`src/rtl/rfphoenix_tlb_walker.sv`:
```
// rfphoenix_tlb_walker: two-level page-table walker and TLB write-port arbiter
//
// TLBE image layout (128 bits):
//   [0]       pte.v    valid
//   [5]       pte.m    modified, cleared on hardware refill
//   [63:32]   adr      address of the L2 entry the image came from
//   [82:64]   vpn      {va[31:23], 10'b0}
//   [105:96]  asid
// All other bits pass through from memory unchanged.
module rfphoenix_tlb_walker #(
    parameter int unsigned PTBR_ALIGN = 14,
    parameter logic [2:0]  WAY        = 3'd0,
    parameter int unsigned HOLDOFF    = 3
) (
    input  logic         clk_g,
    input  logic         rst_i,
    input  logic         walk_en_i,
    input  logic         miss_i,
    input  logic [31:0]  miss_adr_i,
    input  logic [9:0]   asid_i,
    input  logic [31:0]  ptbr_i,
    input  logic         abort_i,
    input  logic         sw_wr_i,
    input  logic [15:0]  sw_adr_i,
    input  logic [127:0] sw_dat_i,
    output logic         sw_ack_o,
    output logic         m_cyc_o,
    input  logic         m_ack_i,
    output logic [31:0]  m_adr_o,
    input  logic [127:0] m_dat_i,
    input  logic         tlb_rdy_i,
    output logic         wrtlb_o,
    output logic [15:0]  tlbadr_o,
    output logic [127:0] tlbdat_o,
    output logic         busy_o,
    output logic         done_o,
    output logic         fault_o,
    output logic [31:0]  fault_adr_o
);
    localparam int PTE_V    = 0;
    localparam int PTE_M    = 5;
    localparam int ADR_LSB  = 32;
    localparam int VPN_LSB  = 64;
    localparam int ASID_LSB = 96;

    typedef enum logic [2:0] {IDLE, L1, L2, TLBWR, SWWR, HOLD} state_t;

    state_t         state;
    logic [31:0]    va;
    logic [7:0]     cnt;
    logic [127:0]   l2_ent;
    logic           wr_go;
    logic           unused_ptbr;

    assign unused_ptbr = &{1'b0, ptbr_i[PTBR_ALIGN-1:0]};

    // The write strobe is gated by tlb_rdy_i directly so it can never fire
    // while the TLB is busy, and fires in the very first ready cycle.
    assign wr_go    = tlb_rdy_i && !abort_i && (state == TLBWR || state == SWWR);
    assign wrtlb_o  = wr_go;
    assign done_o   = wr_go && state == TLBWR;
    assign sw_ack_o = wr_go && state == SWWR;
    assign busy_o   = state != IDLE;

    // Fetched L2 entry with the refill-owned fields replaced
    always_comb begin
        l2_ent                     = m_dat_i;
        l2_ent[PTE_M]              = 1'b0;
        l2_ent[ADR_LSB +: 32]      = m_adr_o;
        l2_ent[VPN_LSB +: 19]      = {va[31:23], 10'b0};
        l2_ent[ASID_LSB +: 10]     = asid_i;
    end

    // Walk state machine; memory-side outputs and TLB image are registered
    always_ff @(posedge clk_g or posedge rst_i) begin
        if (rst_i) begin
            state       <= IDLE;
            va          <= '0;
            cnt         <= '0;
            m_cyc_o     <= 1'b0;
            m_adr_o     <= '0;
            tlbadr_o    <= '0;
            tlbdat_o    <= '0;
            fault_o     <= 1'b0;
            fault_adr_o <= '0;
        end else begin
            fault_o <= 1'b0;
            if (abort_i) begin
                state   <= IDLE;
                m_cyc_o <= 1'b0;
            end else begin
                case (state)
                    IDLE: begin
                        if (sw_wr_i) begin
                            tlbadr_o <= sw_adr_i;
                            tlbdat_o <= sw_dat_i;
                            state    <= SWWR;
                        end else if (miss_i && walk_en_i) begin
                            va      <= miss_adr_i;
                            m_adr_o <= {ptbr_i[31:PTBR_ALIGN], {PTBR_ALIGN{1'b0}}}
                                       + 32'({miss_adr_i[31:23], 4'h0});
                            m_cyc_o <= 1'b1;
                            state   <= L1;
                        end
                    end
                    L1: begin
                        if (m_ack_i && m_dat_i[PTE_V]) begin
                            m_adr_o <= {m_dat_i[31:PTBR_ALIGN], {PTBR_ALIGN{1'b0}}}
                                       + 32'({va[22:13], 4'h0});
                            state   <= L2;
                        end else if (m_ack_i) begin
                            m_cyc_o     <= 1'b0;
                            fault_o     <= 1'b1;
                            fault_adr_o <= va;
                            cnt         <= 8'(HOLDOFF - 1);
                            state       <= HOLD;
                        end
                    end
                    L2: begin
                        if (m_ack_i) begin
                            m_cyc_o  <= 1'b0;
                            tlbdat_o <= m_dat_i[PTE_V] ? l2_ent : m_dat_i;
                            tlbadr_o <= {1'b0, va[22:13], 2'b00, WAY};
                            fault_o     <= !m_dat_i[PTE_V];
                            fault_adr_o <= m_dat_i[PTE_V] ? fault_adr_o : va;
                            cnt         <= 8'(HOLDOFF - 1);
                            state       <= m_dat_i[PTE_V] ? TLBWR : HOLD;
                        end
                    end
                    TLBWR: begin
                        if (tlb_rdy_i) begin
                            cnt   <= 8'(HOLDOFF - 1);
                            state <= HOLD;
                        end
                    end
                    SWWR: begin
                        if (tlb_rdy_i)
                            state <= IDLE;
                    end
                    HOLD: begin
                        if (cnt == 8'd0)
                            state <= IDLE;
                        else
                            cnt <= cnt - 8'd1;
                    end
                    default: state <= IDLE;
                endcase
            end
        end
    end
endmodule

```
`config.mk`:
```
export PLATFORM = sky130hd
export DESIGN_NAME = rfphoenix_tlb_walker
export DESIGN_NICKNAME = d
export VERILOG_FILES = /design/src/rtl/rfphoenix_tlb_walker.sv
export SDC_FILE = /design/constraint.sdc
export NUM_CORES = 1
export LEC_CHECK = 0
export BUFFER_PORTS_ARGS = -buffer_cell sky130_fd_sc_hd__buf_2
export CORE_AREA = 3 3 218 220
export CTS_BUF_LIST = sky130_fd_sc_hd__clkbuf_4
export DETAILED_ROUTE_END_ITERATION = 10
export DIE_AREA = 0 0 221 223
export GPL_TIMING_DRIVEN = 1
export HOLD_SLACK_MARGIN = 0.1
export PLACE_DENSITY = 0.49
export SLEW_MARGIN = 20
export SYNTH_ARGS = -nofsm -noshare
export SYNTH_HDL_FRONTEND = slang
export SYNTH_SLANG_ARGS = --single-unit
```
`constraint.sdc`:
```
create_clock -name clk_g -period 21.4 [get_ports clk_g]
set_clock_uncertainty 0.15 [all_clocks]
set_input_delay 5.35 -clock clk_g [delete_from_list [all_inputs] [get_ports clk_g]]
set_output_delay 5.35 -clock clk_g [all_outputs]
set_load 0.05 [all_outputs]
```
# Yosys cells after proc, flatten, opt, wreduce, memory -nomap -nowiden
# Index checks and enable logic that the tools add are counted.
# totals
output_inout_bits	214
n_memories	0
mem_bits_rw	0
latch_bits	0
reg_bits	253
rom_bits	0
# classes
order_cmp	0
mul	0
mux	43
div	0
shift	0
n_eq_ne	24
addsub	3
reduce_logical	24
bitwise_logic	2
# ops
cell	count
$mux 128	2
$pmux 128 s2	1
$mux 32	7
$pmux 32 s2	2
$mux 106	1
$add 32x13->32	1
$add 32x14->32	1
$mux 16	2
$mux 8	4
$pmux 16 s2	1
$pmux 8 s4	1
$mux 3	10
$ne 3x3->1 const B	7
$ne 2x2->1 const B	10
$pmux 3 s6	1
$reduce_and 4->1	3
$reduce_and 6->1	2
$reduce_and 5->1	2
$mux 1	9
$logic_not 8->1	1
$ne 4x4->1 const B	2
$reduce_bool 4->1	2
$sub 8x1->8 const B	1
$eq 3x2->1 const B	2
other kinds (11)	21

# Longest topological paths before layout
# logic_depth
depth_word	5
depth_mapped	8

# Worst setup path before layout
# Ideal clock, no wire load.
# synth_path
path_kind	input port to output port
start	input abort_i
end	output wrtlb_o
slack_ps	9503
path_stages	4
arrival_time_ps	6397
path_cell_list	clkbuf_8 inv_1 nand2_1 a21oi_1
# synth_via
elab_chain_len	3
# synth_rtl
element	line	rtl
from (decl)	22	input logic abort_i,
$logic_not 1->1	59	assign wr_go = tlb_rdy_i && !abort_i && (state == TLBWR || state == SWWR);
$logic_and 1x1->1 (2 in a row)	59	
to (decl)	32	output logic wrtlb_o,
# Every way passes these cells.

# Worst setup path in the final report
# layout_path
start	input abort_i
end	output done_o
# layout_via
elab_chain_len	4
# layout_rtl
element	line	rtl
$logic_not 1->1	59	
$logic_and 1x1->1 (2 in a row)	59	
$logic_and 1x1->1	61	assign done_o = wr_go && state == TLBWR;
to (decl)	36	output logic done_o,
# Every way passes these cells.

==> results_dict.tcl <==
set metrics [dict create \
    status "finished clean" \
    overflow 0 \
    die_h_um 223 \
    grt_usage 0.1744 \
    setup_viol 0 \
    cpPeakStageDelay_ns 0.27 \
    cp_slowest_cell "buf_2" \
    nFillCells 4871 \
    grt_pass1_wl_um 66700 \
    synthArstFlopShare 1.000 \
    critical_path_class "input port to primary output" \
    yosysTopAreaCell "dfrtp_1" \
    tritoncts.num_buffers 78 \
    core_area_um2 45480 \
    min_path_type "flop to flop" \
    grt_max_degree 115 \
    io_pins 568 \
    final_layout_size_suffix_gt1_frac 0.4025 \
    p_per_area_nw_per_um2 165.3 \
    seqCellArea_um2 6231 \
    p_leak_nw 7.857 \
    floorplan.initialDensity 0.2567 \
    route.vias.total 10980 \
    slew_headroom 0.2705 \
    cp_cell_sequence "buf_2, nor2_1, and4_1, buf_2" \
    fmax_mhz 85.57 \
    clock-sinks 249 \
    first_pass_iters 5 \
    grt_pass1_vias 10840 \
    place_congestion 0.8585 \
    whs_ns 0.3099 \
    critical_path_arrival_ns 6.19 \
    wl_per_cell_um 18.35 \
    period_needed_ns 11.69 \
    synth_seq_area_share 0.5337 \
    dr.first_iter.drc_count 700 \
    cts.repair.resized 0 \
    path_max_fanout 11 \
    crit_top_cell "buf_2" \
    final_nets 2122 \
    totalWireLength_um 44490 \
    rows 78 \
    ir_drop_uv 76.79 \
    ant_nets 0 \
    hold_viol 0 \
    maxCapViolCount 0 \
    insertion_delay_ns 0.74 \
    ys_types 58 \
    drcViolationCount 0 \
    clk_path_buf_depth 3 \
    htreeDepth 3 \
    syn_area_per_cell_um2 9.585 \
    tightest_slew_ns 1.094 \
    endpoint_kind "primary output" \
    postCtsSetupRepairBufs 0 \
    ys_ff_latch 249 \
    viasPerCell 4.529 \
    ys_top_cells_by_area "dfrtp_1 53%, nand2_1 10%, mux2i_1 6.5%" \
    multi_input_area_um2 4977 \
    die_x_um 221 \
    required_ns 15.90 \
    io_buffers 549 \
    start_kind "input port" \
    cts-root-buf "clkbuf_4" \
    synth_top_area_share 0.5337 \
    synth-warning-count 0 \
    synth_ff_type "dfrtp_1" \
    post-route-period-util 0.5461 \
    grt_antenna_before_repair 7 \
    dieArea_um2 49280 \
    synthCells 1218 \
    grt_setup_unrepaired "no" \
    synth_edf_count 0 \
    finalMaxSlewViolations 0 \
    clkTransAtPathRegs_ns 0.05 \
    hpwl_um 32600 \
    cts_tree "done" \
    syn2layout_area_growth_pct 35.59 \
    holdBufCountCts 0 \
    syn_area_um2 11670 \
    fin_tns_setup_ns 0 \
    finalPower_mw 2.617 \
]
## per-stage QoR
stage / worst slack [ns] / std cells / instance area (um^2) / util
3_5_place_dp: 9.712 / 2286 / 14840 / 0.3264
4_1_cts: 9.712 / 2421 / 15820 / 0.3478
5_1_grt: 9.663 / 2424 / 15830 / 0.3481
2_1_floorplan: 9.057 / 1221 / 11690 / -
6_report: 9.713 / 2424 / 15830 / 0.3481
3_3_place_gp: 9.715 / 2286 / 14840 / 0.3264
## area by class of cell
cell class	count	share of cell area
antenna	3	0.0004742
clock inverter	20	0.006797
sequential	249	0.3936
timing repair buffer	562	0.1804
multi-input combinational	867	0.3144
clock buffer	115	0.05454
inverter	8	0.002371
tap	600	0.04742
## worst paths after layout
kind	from	to	slack, ns	depth (start not counted)
max in group asynchronous	rst_i	m_adr_o[9]	14.43	4
worst max-delay path	abort_i	done_o	9.71	4
worst max register to register	state[1]	tlbdat_o[0]	17.88	5
worst min-delay path	tlbadr_o[3]	tlbadr_o[3]	0.31	2
worst min register to register	tlbadr_o[3]	tlbadr_o[3]	0.31	2
min in group asynchronous	rst_i	tlbdat_o[109]	4.53	2
## where the power goes
group / internal (mW) / switching, mW / leakage [nW]
clock network: 0.256 / 0.215 / 0.576
logic: 0.321 / 0.982 / 4.29
registers: 0.685 / 0.158 / 2.99
## cell families (layout without fill, tap and decap cells)
family                     after synthesis  in the layout  share of synthesized area
adders and majority gates                2              2                   0.002143
AOI/OAI and AO/OA                      259            259                     0.1292
muxes                                  141            141                     0.1279
and+or+nand+nor                        461            461                     0.1631
DFF                                    249            249                     0.5337
other                                    1              7                  0.0003212
buffers and inverters                  105            705                    0.04362
## per-layer routing
metal | GRT usage | wire length (um) | share of wire
met4 | 0.06336 | 990 | 0.022
met5 | 0 | 30 | 0.00067
met2 | 0.2822 | 21190 | 0.48
met1 | 0.2207 | 18790 | 0.42
met3 | 0.05316 | 3488 | 0.078
## sequential cells by signal, indices dropped and copies added (netlist names)
register     flops
tlbdat_o       128
fault_adr_o     32
va              32
m_adr_o         28
tlbadr_o        16
cnt              8
state            3
fault_o          1
m_cyc_o          1
## critical path: cells and delay by family
kind          cells  cell delay, ns
buf+inv           2            0.46
simple gates      2            0.37
## placed cells by master, fill, tap and decap left out, drive strengths merged, types with 2 or more instances in the layout
master,Yosys,routed
clkbuf,37,115
nand2b,2,2
or4,2,2
a21o,3,3
mux2,65,65
dfrtp,249,249
o21ai,141,141
diode,0,3
inv,8,8
o2111ai,2,2
mux2i,76,76
nor4,3,3
nor2,88,88
a21oi,18,18
nand3,9,9
nor3,9,9
conb,1,4
buf,60,562
ha,2,2
clkinv,0,18
o22a,6,6
or3,2,2
a31o,2,2
nand2,322,322
a31oi,78,78
nor3b,16,16
## cells in the mapped netlist, types with 5 or more instances
library cell,count
nor3_1,8
mux2_1,33
nor3b_1,16
buf_1,11
clkbuf_1,34
nand2_1,322
a31oi_1,77
dfrtp_1,249
buf_4,7
o22a_1,5
nand3_1,9
buf_2,41
mux2_2,32
o21ai_0,50
mux2i_1,76
a21oi_1,18
o21ai_1,90
nor2_1,87
inv_1,6
Power figures use the tool's default switching activity.
